`src/rtl/aes_stream_top.sv`:
```
// Stream wrapper around an external fully pipelined, non-stallable cipher core.
// Optional build macro AES_STREAM_STATS_EN adds block counters and a sticky mismatch flag.
module aes_stream_top #(
  parameter int DATA_W     = 128,
  parameter int KEY_W      = 128,
  parameter int LAT        = 21,
  parameter int FIFO_DEPTH = 32,
  parameter int TAG_W      = 4
) (
  input  logic              clk,
  input  logic              rst,
  input  logic              in_valid,
  output logic              in_ready,
  input  logic [DATA_W-1:0] in_data,
  input  logic [KEY_W-1:0]  in_key,
  input  logic [TAG_W-1:0]  in_tag,
  output logic              out_valid,
  input  logic              out_ready,
  output logic [DATA_W-1:0] out_data,
  output logic [TAG_W-1:0]  out_tag,
  output logic [DATA_W-1:0] core_state,
  output logic [KEY_W-1:0]  core_key,
  input  logic [DATA_W-1:0] core_out,
  output logic              busy
`ifdef AES_STREAM_STATS_EN
  ,
  output logic [31:0]       blk_in_cnt,
  output logic [31:0]       blk_out_cnt,
  output logic              stat_mismatch
`endif
);

  localparam int AW = $clog2(FIFO_DEPTH);
  localparam int CW = AW + 1;
  localparam logic [CW:0]   DEPTH_C = FIFO_DEPTH[CW:0];
  localparam logic [CW-1:0] CNT_ONE = {{(CW-1){1'b0}}, 1'b1};
  localparam logic [AW-1:0] PTR_ONE = {{(AW-1){1'b0}}, 1'b1};

  // Handshake: a transfer happens on a rising edge where valid & ready are both
  // high; ready never depends on valid, and valid/payload hold until transfer.
  logic              accept;
  logic              push;
  logic              pop;
  logic [CW:0]       credit_used;

  logic [DATA_W-1:0] state_q;
  logic [KEY_W-1:0]  key_q;
  logic [LAT-1:0]    vld_q;
  logic [TAG_W-1:0]  tag_q [LAT];
  logic [CW-1:0]     inflight_q, inflight_d;
  logic [CW-1:0]     count_q, count_d;
  logic [AW-1:0]     wr_ptr_q, rd_ptr_q;
  logic [DATA_W-1:0] mem_data_q [FIFO_DEPTH];
  logic [TAG_W-1:0]  mem_tag_q [FIFO_DEPTH];
  logic              busy_q;

  // Credits cover both blocks inside the core and results already queued, so
  // every block admitted has a guaranteed FIFO slot when it emerges.
  assign credit_used = {1'b0, inflight_q} + {1'b0, count_q};
  assign in_ready    = !rst && (credit_used < DEPTH_C);
  assign accept      = in_valid && in_ready;
  assign push        = vld_q[LAT-1];
  assign out_valid   = (count_q != '0);
  assign pop         = out_valid && out_ready;

  assign out_data    = out_valid ? mem_data_q[rd_ptr_q] : '0;
  assign out_tag     = out_valid ? mem_tag_q[rd_ptr_q]  : '0;
  assign core_state  = state_q;
  assign core_key    = key_q;
  assign busy        = busy_q;

  always_comb begin
    inflight_d = inflight_q;
    if (accept && !push) begin
      inflight_d = inflight_q + CNT_ONE;
    end else if (!accept && push) begin
      inflight_d = inflight_q - CNT_ONE;
    end
  end

  always_comb begin
    count_d = count_q;
    if (push && !pop) begin
      count_d = count_q + CNT_ONE;
    end else if (!push && pop) begin
      count_d = count_q - CNT_ONE;
    end
  end

  always_ff @(posedge clk) begin
    if (rst) begin
      state_q    <= '0;
      key_q      <= '0;
      vld_q      <= '0;
      inflight_q <= '0;
      count_q    <= '0;
      wr_ptr_q   <= '0;
      rd_ptr_q   <= '0;
      busy_q     <= 1'b0;
      for (int i = 0; i < LAT; i++) begin
        tag_q[i] <= '0;
      end
    end else begin
      if (accept) begin
        state_q <= in_data;
        key_q   <= in_key;
      end
      vld_q[0] <= accept;
      tag_q[0] <= in_tag;
      for (int i = 1; i < LAT; i++) begin
        vld_q[i] <= vld_q[i-1];
        tag_q[i] <= tag_q[i-1];
      end
      if (push) begin
        wr_ptr_q <= wr_ptr_q + PTR_ONE;
      end
      if (pop) begin
        rd_ptr_q <= rd_ptr_q + PTR_ONE;
      end
      inflight_q <= inflight_d;
      count_q    <= count_d;
      busy_q     <= (inflight_d != '0) || (count_d != '0);
    end
  end

  // Storage is not reset; the read side is masked to zero while empty.
  always_ff @(posedge clk) begin
    if (push) begin
      mem_data_q[wr_ptr_q] <= core_out;
      mem_tag_q[wr_ptr_q]  <= tag_q[LAT-1];
    end
  end

  fifo_no_overflow: assert property (@(posedge clk) disable iff (rst)
    !(push && !pop && (count_q == DEPTH_C[CW-1:0])));

`ifdef AES_STREAM_STATS_EN
  logic [31:0] blk_in_q;
  logic [31:0] blk_out_q;
  logic        mismatch_q;

  always_ff @(posedge clk) begin
    if (rst) begin
      blk_in_q   <= '0;
      blk_out_q  <= '0;
      mismatch_q <= 1'b0;
    end else begin
      if (accept) begin
        blk_in_q <= blk_in_q + 32'd1;
      end
      if (pop) begin
        blk_out_q <= blk_out_q + 32'd1;
        if (blk_out_q == blk_in_q) begin
          mismatch_q <= 1'b1;
        end
      end
    end
  end

  assign blk_in_cnt    = blk_in_q;
  assign blk_out_cnt   = blk_out_q;
  assign stat_mismatch = mismatch_q;
`endif

endmodule

```
`config.mk`:
```
export PLATFORM = sky130hd
export DESIGN_NAME = aes_stream_top
export DESIGN_NICKNAME = d
export VERILOG_FILES = /design/src/rtl/aes_stream_top.sv
export SDC_FILE = /design/constraint.sdc
export NUM_CORES = 2
export LEC_CHECK = 0
export ABC_AREA = 1
export BUFFER_PORTS_ARGS = -buffer_cell sky130_fd_sc_hd__buf_2
export CAP_MARGIN = 20
export CORE_MARGIN = 2
export CORE_UTILIZATION = 41
export CTS_BUF_LIST = sky130_fd_sc_hd__clkbuf_8 sky130_fd_sc_hd__clkbuf_16
export CTS_CLUSTER_SIZE = 12
export DETAILED_ROUTE_END_ITERATION = 7
export GPL_TIMING_DRIVEN = 1
export MAX_ROUTING_LAYER = met4
export SLEW_MARGIN = 20
export SYNTH_ARGS = -nofsm -noshare
export SYNTH_HDL_FRONTEND = slang
export SYNTH_MEMORY_MAX_BITS = 65536
export SYNTH_SLANG_ARGS = --single-unit
export TNS_END_PERCENT = 10
```
`constraint.sdc`:
```
create_clock -name clk -period 14.75 [get_ports clk]
set_input_delay 1.475 -clock clk [delete_from_list [all_inputs] [get_ports clk]]
set_output_delay 1.475 -clock clk [all_outputs]
set_load 0.005 [all_outputs]
```
==> metrics.txt <==
fin crit share 0.559; Hold EP tag_q[1][5]$_SDFF_PP0_; worst min path class reg2reg; drt total wl 550,000 um; area overhead of the layout relative to synthesis 13.0%; # setup viols final 0; PostCTS Resize Cnt 0; clk buf depth 4; LEAKAGE 0.0669 uW; Setup Skew 0.0889 ns; outcome finished, final reports clean; Tmin final between 8 and 9 ns; Seq/Total Area, Yosys 0.755; Initial DRT Pass Iterations 6; core area 0.434 mm^2; Cell Pwr Density 175 mW/mm^2; dpl hpwl around 270,000 um; RSZ-0062 raised after global routing no; Synth Register Bits 4,613; die width 663 um; synthesized cell area between 0.15 and 0.2 mm^2; vias per cell between 5 and 6; gr ovfl total 0; Setup crit start kind flop; r2r worst-path depth 6; GPL Wtd Cong roughly 0.94; Final Cell Area 0.201 mm^2; Rel. slew slack 0.0130; die area around 0.44 mm^2; Setup Buffers After CTS 0; Tot GR Track Use 0.248; Worst-Margin Slew ~1.5 ns; clock tree sinks 4,613; Gate Count Post-Synth 13,900; total CTS buffers 472; I/O Pins 783; initial core utilization 0.411; vias in the first global route between 100k and 150k; reg2reg start vld_q[20]$_SDFF_PP0_; most frequent cells in the layout 4,224 x edfxtp_1, 2,819 x nor2_1, 2,409 x o21ai_0; reg2reg end mem_data_q[10][103]$_DFFE_PP_; Net count, final 14,700; Max Cap Violations 0; Max VDD drop approximately 220 uV; CTS root buf clkbuf_16; via count 118,000; Total Power 35,300 uW; Worst R2R Setup Slack 10.03 ns; H-tree depth 5; CP Capture Type output pin; # rows about 240; initial antenna violation count 90; DRC marker count from the first detailed-route iteration 14,300; Yosys warnings 0; syn nets roughly 14,000; Die Y-Extent approximately 660 um; CP Class reg2out; worst path arrival time 6.78 ns; fin. max-slew vios 0; WL per Instance 26.9 um; Remaining DRCs 0; pre-CTS setup slack ~7.5 ns; Worst Hold Launch tag_q[1][1]$_SDFF_PP0_; Req. time, crit path between 10 and 15 ns; largest net degree at the start of global routing 244; remaining antenna violation count 0; placed cell areas 0.187 mm^2; crit path max fanout 96; layout cell share with drive strength beyond 1 0.117; FMAX 121 MHz; CTS tree done; first-pass GRT wire length 787,000 um; cts hold-fix bufs 0; Clk pin slew, worst setup/hold paths 0.06 ns; clock latency on the worst-skew pair 1.03 ns; setup TNS 0 ns; Unique masters post-synth 38; PortBufs 782; synthesized area per cell roughly 13 um^2; slack of the critical path 6.50 ns; commonest non-fill, non-tap cell in the layout edfxtp_1; Final Hold Fails 0; Cells on Worst Hold Path 2
## synthesized netlist by cell type (all sizes together)
cell type,count,area [um^2]
o21a,1,7.51
clkbuf,691,2590
nand3b,1,7.51
nor3,8,40.0
nand2,693,2600
and3,1,6.26
o21ai,2591,13000
dfxtp,389,7790
o211ai,23,173
inv,251,942
ha,15,188
nand3,29,150
edfxtp,4224,127000
a211oi,144,1480
xor2,10,87.6
nor2,2849,10700
nand4,4,25.0
clkinv,2,7.51
a21oi,270,1350
o22ai,1262,7900
buf,334,1850
o21bai,23,173
a311oi,23,201
or2,23,144
xnor2,1,8.76
a31oi,3,18.8
nor4,2,12.5
## routing by layer
layer  global-route usage  part of all wire
met1                0.339              0.42
met2                0.391              0.47
met3               0.0371             0.084
met4               0.0658             0.027
met5                    -                 0
## power by group
group          leakage (uW)  switching, uW  internal (uW)  total [uW]
Clock               0.00748           4940           6070       11000
Combinational        0.0182           6870           2940        9810
Sequential           0.0412            104          14300       14400
## worst max-delay path: stages (launching register included)
cell and delay, ns:
dfxtp_4 0.76, buf_4 0.89, buf_4 0.70, buf_4 0.75, buf_4 0.80, o21ai_0 0.25
o22ai_1 0.21, o21ai_0 0.09, o22ai_1 0.20, inv_1 0.06, a211oi_1 0.59, buf_2 0.24
## through the flow
step           utilization  std cells  hold slack, ns
6_report             0.465      20400           0.360
5_1_grt              0.465      20400           0.368
4_1_cts              0.464      20400           0.336
3_5_place_dp         0.432      19600           0.393
3_3_place_gp         0.432      19600           0.390
2_1_floorplan            -      13900           0.388
## worst max path at each step
| stage | from | endpoint | slack, ns |
|---|---|---|---|
| finish | flop | out_data[54] | 6.50 |
| global route | flop | out_data[54] | 6.06 |
| CTS | flop | out_data[108] | 6.44 |
| detailed placement | flop | out_data[108] | 7.46 |
| global placement | flop | out_data[108] | 7.48 |
| floorplan | vld_q[20]$_SDFF_PP0_ | mem_data_q[31][0]$_DFFE_PP_ | 3.80 |
## layout make-up
cell class | instances | area [um^2]
Timing Repair Buffer | 991 | 5960
Fill cell | 38700 | 232000
Inverter | 253 | 995
Clock buffer | 508 | 12400
Antenna cell | 48 | 120
Multi-Input combinational cell | 7976 | 38500
Clock inverter | 312 | 1670
Sequential cell | 4613 | 135000
Tap cell | 5734 | 7170
## logic make-up (layout without fill, tap and decap cells)
family                     count (synthesis)  after routing  share of synthesized area
DFF                                     4613           4613                      0.755
AOI/OAI and AO/OA                       4340           4340                      0.136
and+or+nand+nor                         3610           3610                     0.0768
buffers and inverters                   1278           2064                     0.0303
adders and majority gates                 15             15                    0.00105
xor gates and xnor gates                  11             11                   0.000540
other                                      0             48                          0
## sequential cells by signal, indices dropped and copies added, names as in the netlist, named ones only
signal      cells
rd_ptr_q        5
tag_q          84
wr_ptr_q        5
busy            1
core_key      128
core_state    128
vld_q          21
mem_tag_q     128
mem_data_q   4096
inflight_q      6
count_q         6
Note: power is estimated with default switching activity, not from simulation.
